<file path="config.mk">
export PLATFORM = sky130hd
export DESIGN_NAME = ball_collision_flat
export DESIGN_NICKNAME = d
export VERILOG_FILES = /design/src/rtl/ball_collision_if.sv /design/src/rtl/ball_collision.sv /design/src/flat_wrapper.sv
export SDC_FILE = /design/constraint.sdc
export NUM_CORES = 1
export LEC_CHECK = 0
export CAP_MARGIN = 5
export CORE_UTILIZATION = 30
export CTS_CLUSTER_DIAMETER = 120
export DETAILED_ROUTE_END_ITERATION = 6
export HOLD_SLACK_MARGIN = 0.03
export SLEW_MARGIN = 30
export SYNTH_ARGS = -nofsm -noshare
export SYNTH_HDL_FRONTEND = slang
export SYNTH_SLANG_ARGS = --single-unit
</file>
<file path="constraint.sdc">
create_clock -name clock -period 3.8 [get_ports clock]
set_input_delay 0.76 -clock clock [delete_from_list [all_inputs] [get_ports clock]]
set_output_delay 0.76 -clock clock [all_outputs]
set_load 0.01 [all_outputs]
</file>
<file path="src/rtl/ball_collision_if.sv">
// Ball/paddle geometry in, bounce code and scoreboard out: the link between
// the collision referee (slave) and whatever drives the playfield (master).
interface ball_collision_if;
  logic [9:0] ball_x;
  logic [9:0] ball_y;
  logic [7:0] ball_w;
  logic [7:0] ball_h;
  logic [9:0] paddle_l_y;
  logic [9:0] paddle_r_y;
  logic [1:0] bounce;
  logic [3:0] score_l;
  logic [3:0] score_r;
  logic       game_over;

  modport master (
    output ball_x, ball_y, ball_w, ball_h, paddle_l_y, paddle_r_y,
    input  bounce, score_l, score_r, game_over
  );

  modport slave (
    input  ball_x, ball_y, ball_w, ball_h, paddle_l_y, paddle_r_y,
    output bounce, score_l, score_r, game_over
  );
endinterface

</file>
<file path="src/rtl/ball_collision.sv">
// Pong collision referee: registers ball/paddle geometry, raises a held bounce
// code for the ball FSM, keeps score and latches game-over. Optional macro
// SERVE_PAUSE_EN adds a SERVE_DELAY-clock re-serve pause after each point.
module ball_collision #(
  parameter int SCREEN_X    = 640,
  parameter int SCREEN_Y    = 480,
  parameter int PADDLE_L_X  = 16,
  parameter int PADDLE_R_X  = 618,
  parameter int PADDLE_W    = 6,
  parameter int PADDLE_H    = 48,
  parameter int SCORE_MAX   = 9,
  parameter int SERVE_DELAY = 1000
) (
  input logic             clock,
  input logic             reset,
  ball_collision_if.slave bus
);

  if (SCORE_MAX < 1 || SCORE_MAX > 15) begin : g_bad_score_max
    $error("SCORE_MAX must fit the 4-bit score outputs");
  end
  if (SERVE_DELAY < 1 || SERVE_DELAY > 2047) begin : g_bad_serve_delay
    $error("SERVE_DELAY must fit the 11-bit serve counter");
  end

  typedef enum logic [1:0] {
    B_NONE   = 2'b00,
    B_PADDLE = 2'b01,
    B_WALL   = 2'b10,
    B_SCORE  = 2'b11
  } bounce_e;

  typedef enum logic [1:0] {
    TRACK,
    HOLD,
    GAME_OVER
`ifdef SERVE_PAUSE_EN
    , SERVE
`endif
  } state_e;

  localparam logic [3:0] SCORE_TOP = 4'(SCORE_MAX);

  // Stage R: every detection below looks only at these registered copies.
  logic [9:0] r_x, r_y, r_pl, r_pr;
  logic [7:0] r_w, r_h;
  logic       r_valid;

  // NOTE: sequential state uses non-blocking (<=) so every flop samples the
  // pre-edge value of every other flop, regardless of statement order.
  always_ff @(posedge clock or negedge reset) begin
    if (!reset) begin
      r_x     <= '0;
      r_y     <= '0;
      r_w     <= '0;
      r_h     <= '0;
      r_pl    <= '0;
      r_pr    <= '0;
      r_valid <= 1'b0;
    end else begin
      r_x     <= bus.ball_x;
      r_y     <= bus.ball_y;
      r_w     <= bus.ball_w;
      r_h     <= bus.ball_h;
      r_pl    <= bus.paddle_l_y;
      r_pr    <= bus.paddle_r_y;
      r_valid <= 1'b1;
    end
  end

  // Edge sums carry an extra bit so x+w / y+h / paddle+H never wrap.
  logic [10:0] ball_right, ball_bottom, pl_bottom, pr_bottom;
  logic        hit_score_r, hit_score_l, hit_paddle_l, hit_paddle_r, hit_wall;

  always_comb begin
    ball_right   = {1'b0, r_x} + {3'b000, r_w};
    ball_bottom  = {1'b0, r_y} + {3'b000, r_h};
    pl_bottom    = {1'b0, r_pl} + 11'(PADDLE_H);
    pr_bottom    = {1'b0, r_pr} + 11'(PADDLE_H);
    hit_score_r  = (r_x == 10'd0);
    hit_score_l  = (ball_right >= 11'(SCREEN_X));
    hit_paddle_l = ({1'b0, r_x} == 11'(PADDLE_L_X + PADDLE_W)) &&
                   (ball_bottom > {1'b0, r_pl}) && ({1'b0, r_y} < pl_bottom);
    hit_paddle_r = (ball_right == 11'(PADDLE_R_X)) &&
                   (ball_bottom > {1'b0, r_pr}) && ({1'b0, r_y} < pr_bottom);
    hit_wall     = (r_y == 10'd0) || (ball_bottom >= 11'(SCREEN_Y));
  end

  state_e     state_q, state_d;
  bounce_e    code_q, code_d;
  bounce_e    bounce;
  logic [9:0] snap_x, snap_y;
  logic [3:0] score_l_q, score_r_q;
  logic       snap_en, inc_l, inc_r, moved, at_max, over;
`ifdef SERVE_PAUSE_EN
  logic [10:0] serve_cnt;
`endif

  assign moved  = (r_x != snap_x) || (r_y != snap_y);
  assign at_max = (score_l_q == SCORE_TOP) || (score_r_q == SCORE_TOP);

  // NOTE: every signal written here gets a default first; a path that skips
  // an assignment would otherwise infer a latch.
  always_comb begin
    state_d = state_q;
    code_d  = code_q;
    snap_en = 1'b0;
    inc_l   = 1'b0;
    inc_r   = 1'b0;
    bounce  = B_NONE;
    over    = 1'b0;
    unique case (state_q)
      TRACK: begin
        if (r_valid) begin
          // Priority: score, then paddle (wins corners), then wall.
          if (hit_score_r || hit_score_l) begin
            inc_r  = hit_score_r;
            inc_l  = !hit_score_r;
            code_d = B_SCORE;
          end else if (hit_paddle_l || hit_paddle_r) begin
            code_d = B_PADDLE;
          end else if (hit_wall) begin
            code_d = B_WALL;
          end
          if (hit_score_r || hit_score_l || hit_paddle_l || hit_paddle_r || hit_wall) begin
            snap_en = 1'b1;
            state_d = HOLD;
          end
        end
      end
      HOLD: begin
        bounce = code_q;
        if (moved) begin
          if (code_q != B_SCORE) begin
            state_d = TRACK;
          end else if (at_max) begin
            state_d = GAME_OVER;
          end else begin
`ifdef SERVE_PAUSE_EN
            state_d = SERVE;
`else
            state_d = TRACK;
`endif
          end
        end
      end
      GAME_OVER: begin
        bounce = B_SCORE;
        over   = 1'b1;
      end
`ifdef SERVE_PAUSE_EN
      SERVE: begin
        bounce = B_SCORE;
        if (serve_cnt == 11'(SERVE_DELAY - 1)) state_d = TRACK;
      end
`endif
      default: state_d = TRACK;
    endcase
  end

  always_ff @(posedge clock or negedge reset) begin
    if (!reset) begin
      state_q   <= TRACK;
      code_q    <= B_NONE;
      snap_x    <= '0;
      snap_y    <= '0;
      score_l_q <= '0;
      score_r_q <= '0;
    end else begin
      state_q <= state_d;
      code_q  <= code_d;
      if (snap_en) begin
        snap_x <= r_x;
        snap_y <= r_y;
      end
      // Increments fire only on the TRACK->HOLD edge, so once per point.
      if (inc_l && score_l_q != SCORE_TOP) score_l_q <= score_l_q + 4'd1;
      if (inc_r && score_r_q != SCORE_TOP) score_r_q <= score_r_q + 4'd1;
    end
  end

`ifdef SERVE_PAUSE_EN
  always_ff @(posedge clock or negedge reset) begin
    if (!reset)                serve_cnt <= '0;
    else if (state_q != SERVE) serve_cnt <= '0;
    else                       serve_cnt <= serve_cnt + 11'd1;
  end
`endif

  assign bus.bounce    = bounce;
  assign bus.score_l   = score_l_q;
  assign bus.score_r   = score_r_q;
  assign bus.game_over = over;

endmodule

</file>
<file path="src/flat_wrapper.sv">
// flat-port wrapper written by rule: the top's interface ports become plain ports
module ball_collision_flat 
#(
  parameter int SCREEN_X    = 640,
  parameter int SCREEN_Y    = 480,
  parameter int PADDLE_L_X  = 16,
  parameter int PADDLE_R_X  = 618,
  parameter int PADDLE_W    = 6,
  parameter int PADDLE_H    = 48,
  parameter int SCORE_MAX   = 9,
  parameter int SERVE_DELAY = 1000
)
  (clock, reset, bus_ball_x, bus_ball_y, bus_ball_w, bus_ball_h, bus_paddle_l_y, bus_paddle_r_y, bus_bounce, bus_score_l, bus_score_r, bus_game_over);
  ball_collision_if bus_i ();
  input logic clock;
  input logic reset;
  input wire logic [$bits(bus_i.ball_x)-1:0] bus_ball_x;
  input wire logic [$bits(bus_i.ball_y)-1:0] bus_ball_y;
  input wire logic [$bits(bus_i.ball_w)-1:0] bus_ball_w;
  input wire logic [$bits(bus_i.ball_h)-1:0] bus_ball_h;
  input wire logic [$bits(bus_i.paddle_l_y)-1:0] bus_paddle_l_y;
  input wire logic [$bits(bus_i.paddle_r_y)-1:0] bus_paddle_r_y;
  output wire logic [$bits(bus_i.bounce)-1:0] bus_bounce;
  output wire logic [$bits(bus_i.score_l)-1:0] bus_score_l;
  output wire logic [$bits(bus_i.score_r)-1:0] bus_score_r;
  output wire logic [$bits(bus_i.game_over)-1:0] bus_game_over;
  assign bus_i.ball_x = bus_ball_x;
  assign bus_i.ball_y = bus_ball_y;
  assign bus_i.ball_w = bus_ball_w;
  assign bus_i.ball_h = bus_ball_h;
  assign bus_i.paddle_l_y = bus_paddle_l_y;
  assign bus_i.paddle_r_y = bus_paddle_r_y;
  assign bus_bounce = bus_i.bounce;
  assign bus_score_l = bus_i.score_l;
  assign bus_score_r = bus_i.score_r;
  assign bus_game_over = bus_i.game_over;
  ball_collision #(.SCREEN_X(SCREEN_X), .SCREEN_Y(SCREEN_Y), .PADDLE_L_X(PADDLE_L_X), .PADDLE_R_X(PADDLE_R_X), .PADDLE_W(PADDLE_W), .PADDLE_H(PADDLE_H), .SCORE_MAX(SCORE_MAX), .SERVE_DELAY(SERVE_DELAY)) u_core (.clock(clock), .reset(reset), .bus(bus_i));
endmodule
</file>
# Word level (Yosys, flattened, before mapping)
# Index checks and enable logic that the tools add are counted.
dict set report classes {
  add_sub_neg 6
  n_lt_le_gt_ge 6
  n_eq_ne 14
  mux 20
  bitwise_logic 1
  n_reduce_logical 21
}
# op count
set ops {}
lappend ops {{$add A10 B6 Y11 const B} 2}
lappend ops {{$add A10 B8 Y11} 2}
lappend ops {{$gt A11 B10 Y1} 2}
lappend ops {{$lt A10 B11 Y1} 2}
lappend ops {{$logic_not A10 Y1} 2}
lappend ops {{$ne A10 B10 Y1} 2}
lappend ops {{$mux W2} 8}
lappend ops {{$eq A11 B10 Y1 const B} 1}
lappend ops {{$ge A11 B10 Y1 const B} 1}
lappend ops {{$ge A11 B9 Y1 const B} 1}
lappend ops {{$eq A10 B5 Y1 const B} 1}
lappend ops {{$mux W1} 10}
lappend ops {{$add A4 B1 Y4 const B} 2}
lappend ops {{$eq A4 B4 Y1 const B} 2}
lappend ops {{$logic_or A1 B1 Y1} 8}
lappend ops {{$ne A4 B4 Y1 const B} 2}
lappend ops {{$logic_and A1 B1 Y1} 6}
lappend ops {{$ne A2 B1 Y1 const B} 3}
lappend ops {{$pmux W2 S3} 1}
lappend ops {{$pmux W2 S2} 1}
lappend ops {{$reduce_and A4 Y1} 1}
lappend ops {{$reduce_and A3 Y1} 1}
lappend ops {{$reduce_bool A3 Y1} 1}
lappend ops {{$eq A2 B1 Y1 const B} 1}
lappend ops {{other kinds (5)} 5}
dict set report word_totals {
  reg_bits 89
  in_bits 58
  output_inout_bits 11
  elab_cells 81
}

# Logic depth before layout (Yosys ltp)
dict set report depth {
  depth_word 10
  mapped_depth 17
  depth_no_buf 16
}

# Least setup slack after synthesis
# Ideal clock, no wire load.
dict set report synth_path {
  path_type {reg-to-reg}
  from {reg u_core.r_y[0]}
  to {reg u_core.snap_x[1]}
  setup_time_ps 125
  arrival_ps 3753
  t_required_ps 3675
  slack_ps -78
  path_stages_with_launch 18
  n_path_buf 1
  period_less_slack_ps 3878
  cell_sequence {dfrtp_1 -> ha_1 -> fa_1 -> a21o_1 -> and4_1 -> o211ai_1 -> nand2_1 -> xor2_1 -> ha_1 -> nand4_1 -> nor2_1 -> and4_1 -> a221oi_1 -> o21ai_0 -> o32ai_2 -> o311ai_4 -> buf_6 -> mux2_4}
}
dict set report synth_between {
  elab_chain_len 10
  word_cells_on_any_way 18
  cone_classes {add/sub: 1; order compare: 5; mux: 3; reduce/logical: 9}
}
# item line
set synth_rtl {}
lappend synth_rtl {{start: declaration} ball_collision.sv:45} ;# logic [9:0] r_x, r_y, r_pl, r_pr;
lappend synth_rtl {{start signal: assignment} ball_collision.sv:62} ;# r_y <= bus.ball_y;
lappend synth_rtl {{$add A10 B8 Y11} ball_collision.sv:77} ;# ball_bottom = {1'b0, r_y} + {3'b000, r_h};
lappend synth_rtl {{$gt A11 B10 Y1} ball_collision.sv:83} ;# (ball_bottom > {1'b0, r_pl}) && ({1'b0, r_y} < pl_bottom);
lappend synth_rtl {{$logic_and A1 B1 Y1} ball_collision.sv:82} ;# hit_paddle_l = ({1'b0, r_x} == 11'(PADDLE_L_X + PADDLE_W)) &&
lappend synth_rtl {{$logic_and A1 B1 Y1} ball_collision.sv:83}
lappend synth_rtl {{$logic_or A1 B1 Y1 (2 in a row)} ball_collision.sv:125} ;# if (hit_score_r || hit_score_l || hit_paddle_l || hit_paddle_r || hit_wall) begin
lappend synth_rtl {{$logic_or A1 B1 Y1 *} ball_collision.sv:125}
lappend synth_rtl {{$mux W1 *} ball_collision.sv:125}
lappend synth_rtl {{$mux W1 *} ball_collision.sv:114} ;# if (r_valid) begin
lappend synth_rtl {{$mux W1 *} ball_collision.sv:112} ;# unique case (state_q)
lappend synth_rtl {{end signal: assignment} ball_collision.sv:173} ;# snap_x <= r_x;
lappend synth_rtl {{end: declaration} ball_collision.sv:92} ;# logic [9:0] snap_x, snap_y;
# Mark *: on every way between the ends. The rest lies on a longest branch, timed or not.
# A chain may end at the register's enable or synchronous reset.

# Worst setup path in the final report
dict set report layout_path {
  from {reg u_core.r_y[0]}
  to {reg u_core.snap_y[7]}
}
dict set report layout_between {
  elab_chain_len 10
  word_cells_on_any_way 18
  cone_classes {add/sub: 1; order compare: 5; mux: 3; reduce/logical: 9}
}
# item line
set layout_rtl {}
lappend layout_rtl {{$add A10 B8 Y11} ball_collision.sv:77}
lappend layout_rtl {{$gt A11 B10 Y1} ball_collision.sv:83}
lappend layout_rtl {{$logic_and A1 B1 Y1} ball_collision.sv:82}
lappend layout_rtl {{$logic_and A1 B1 Y1} ball_collision.sv:83}
lappend layout_rtl {{$logic_or A1 B1 Y1 (2 in a row)} ball_collision.sv:125}
lappend layout_rtl {{$logic_or A1 B1 Y1 *} ball_collision.sv:125}
lappend layout_rtl {{$mux W1 *} ball_collision.sv:125}
lappend layout_rtl {{$mux W1 *} ball_collision.sv:114}
lappend layout_rtl {{$mux W1 *} ball_collision.sv:112}
lappend layout_rtl {{end signal: assignment} ball_collision.sv:174} ;# snap_y <= r_y;
lappend layout_rtl {{end: declaration} ball_collision.sv:92}
# Marked as above.

==> flow_summary.yaml <==
setup_path:
  crit_fanout: 21
  startpoint_type: "register"
  crit_path_top_delay_cell: "dfrtp_1"
  crit_chain: "ha_2 > fa_2 > a21o_1 > and4_1 > o211ai_1 > nand2_1 > xor2_2 > ha_4 > nand4_1 > nor2_2 > and4_1 > a221oi_2 > o21ai_1 > o32ai_2 > o311ai_4 > buf_12 > mux2_4"
  crit_cells: 17
  path_class: "reg2reg"
  reg2reg_depth: 17
  critPathBufInv: 1
  crit_family: "compound AO/OA/AOI/OAI gates"
  cp.required_ns: 4.03
  slowest_delay_ns: 0.38
  critPathCaptureType: "register"
  path_common_cell: "and4_1"
  worstPathArrival_ns: 4.14
drt:
  antenna_left: 0
  vias: 3723
  routed_via_density: 4.87
  wirelength_um: 11900
  drt_iter0_drc: 111
  first_pass_iters: 5
  route.detailed.drc: 0
  wl_per_cell_um: 15.6
synthesis:
  yosysMostFrequentCell: "dfrtp_1"
  syn_area_um2: 5110
  ys_warn_count: 0
  synthAdderAreaFrac_pct: 16.2
  seq_area_frac_synth_pct: 43.6
  synth_compound_area_share_pct: 12.4
  synth_nets: 569
  synth-edff-count: 0
  syn_area_per_cell_um2: 11.5
  ys_ff_latch: 89
  ys.flop_type: "dfrtp_1"
  synth_area_leaders: "dfrtp_1 44%, ha_1 15%, xnor2_1 6.2%"
  synthXorXnorAreaFrac_pct: 8.23
  ys_types: 58
  synth_cells: 446
  synth_top_family_by_area: "adder cells"
  synth_mux_area_share_pct: 6.20
  synthSimpleGateAreaFrac_pct: 10.3
  synth_top_area_cell: "dfrtp_1"
  ys_top_cells_by_count: "89 x dfrtp_1, 63 x ha_1, 36 x xnor2_1"
  synthArstFlopShare_pct: 100
  synth_top_cell_area_share_pct: 43.6
status:
  violations: "setup timing"
  status: "complete, but fails checks"
power_and_ir_drop:
  power_density_nw_per_um2: 499
  power.total_mw: 3.28
  ir_drop_v: 0.000241
  leakage_nw: 2.95
hold_path:
  hold_path_class: "in2async"
cells_and_area:
  fillers: 1615
  multi_input_comb_area_um2: 2790
  antenna_cells: 0
  seqCellArea_um2: 2230
  fin_area_um2: 6580
  layout-drive-gt1-share_pct: 13.2
  nets: 663
  final_util_pct: 39.7
  syn2layout_area_growth_pct: 28.7
die:
  start_util_pct: 30.8
  core_um2: 16600
  fp-row-count: 47
  fp.dieW_um: 132
  die_y_um: 132
  ios: 69
  die_area_um2: 17600
timing:
  setup_violations: 21
  period_needed_ns: 3.91
  fmax_mhz: 256
  fin_skew_ns: 0.00874
  drv_slew: 0
  setup_slack_ns: -0.111
  post-route-period-util_pct: 103
  rsz0062_at_grt: "true"
  final-hold-violation-count: 0
  max-slew-margin-rel_pct: 58.2
  holdWs_ns: 0.352
  worstMarginPinSlew_ns: 0.627
clocking:
  htree_levels: 3
  cts_tree: "built"
  cts_max_path_buffers: 2
  cts_made_buffers: 9
  clk_latency_ns: 0.35
  clk_pin_slew_ns: 0.06
  cts_sinks: 89
  cts_hold_buffers: 0
  ctsRootBufferMaster: "clkbuf_16"
global_route:
  grt_max_degree: 38
  grt_pass1_wl_um: 20100
  grt_overflow: 0
  antenna_found_initial: 0
  grt_usage_pct: 14.7
  grt_pass1_vias: 4030
placed_design:
  port_buffers: 68
  place_congestion: 0.828
  hpwl_um: 9390
  placed_cell_area_um2: 6160
flow_run:
  drv_cap: 0
## area by class of cell
class	instances	share of cell area, %
tap	220	4.19
clock inverter	4	1.14
timing repair buffer	88	12.8
multi-input combinational	323	42.4
inverter	29	1.66
sequential	89	33.9
clock buffer	12	3.90
## cells in the final DEF (no fill, tap or decap), types with 5 or more instances in the layout
cell and n:
ha_1 61, nand3_1 6, a21o_1 9, xor2_1 11, a21oi_1 24, o211ai_1 5
nand4_1 13, nor2b_1 5, buf_4 19, dfrtp_1 89, clkdlybuf4s50_1 67, nor2_1 15
xnor2_1 36, nor4_1 6, nor3_1 9, nand2_1 20, clkbuf_16 9, o21ai_0 16
mux2_4 20, inv_1 29
## registers in the layout, indices dropped and copies added (netlist names)
| register | cells |
|---|---|
| u_core.r_w | 8 |
| u_core.snap_y | 10 |
| u_core.code_q | 2 |
| u_core.r_h | 8 |
| u_core.r_pl | 10 |
| u_core.state_q | 2 |
| u_core.bus.score_r | 4 |
| u_core.snap_x | 10 |
| u_core.r_valid | 1 |
| u_core.r_x | 10 |
| u_core.r_y | 10 |
| u_core.r_pr | 10 |
| u_core.bus.score_l | 4 |
## metrics by stage
step	TNS, ns	cells	setup slack (ns)
floorplan	0	446	0.0136
global placement	-1.18	746	-0.0605
detailed placement	-3.80	746	-0.196
CTS	-2.79	764	-0.146
global route	-7.24	765	-0.335
finish	-2.11	765	-0.111
## repair_timing
action,4_1_cts,5_1_grt
setup buffers,2,2
pin swaps,0,4
gates resized for setup,2,11
endpoints found under the setup margin,23,24
## report_power, final
part / internal, mW / switching, mW
registers: 1.12 / 0.152
logic: 0.582 / 0.440
clock network: 0.612 / 0.370
total: 2.32 / 0.963
## layer usage
| metal | GRT usage, % | vias to the layer above | wire (um) |
|---|---|---|---|
| met5 | 0 | - | 0 |
| met1 | 17.6 | 1811 | 5280 |
| met2 | 25.6 | 82 | 6030 |
| met3 | 3.83 | 19 | 398 |
| met4 | 4.73 | 0 | 203 |
| li1 | - | 1811 | - |
## path summary, 6_finish.rpt
kind / slack (ns) / from / to
min: 0.35 / reset / u_core.r_pl[3]
min in group clock: 0.51 / u_core.bus.score_r[3] / u_core.bus.score_r[3]
max in group asynchronous: 2.64 / reset / u_core.r_w[4]
min reg2reg: 0.51 / u_core.bus.score_r[3] / u_core.bus.score_r[3]
max reg2reg: -0.11 / u_core.r_y[0] / u_core.snap_y[7]
max: -0.11 / u_core.r_y[0] / u_core.snap_y[7]
## worst reg2reg max path, delay by kind of cell, from the launching register on
family	cells	cell delay, ns
flip-flops	1	0.38
adder cells (fa/ha/maj)	3	0.79
buffers and inverters	1	0.21
XOR/XNOR	1	0.23
multiplexers	1	0.31
AND/OR/NAND/NOR	5	0.69
AO/OA/AOI/OAI	6	1.19
## cells by family after synthesis
group	count (synthesis)
buffers and inverters	34
other	1
xor gates and xnor gates	48
and+or+nand+nor	97
AOI/OAI and AO/OA	90
muxes	22
adders and majority gates	65
DFF	89
Note: power is estimated with default switching activity, not from simulation.
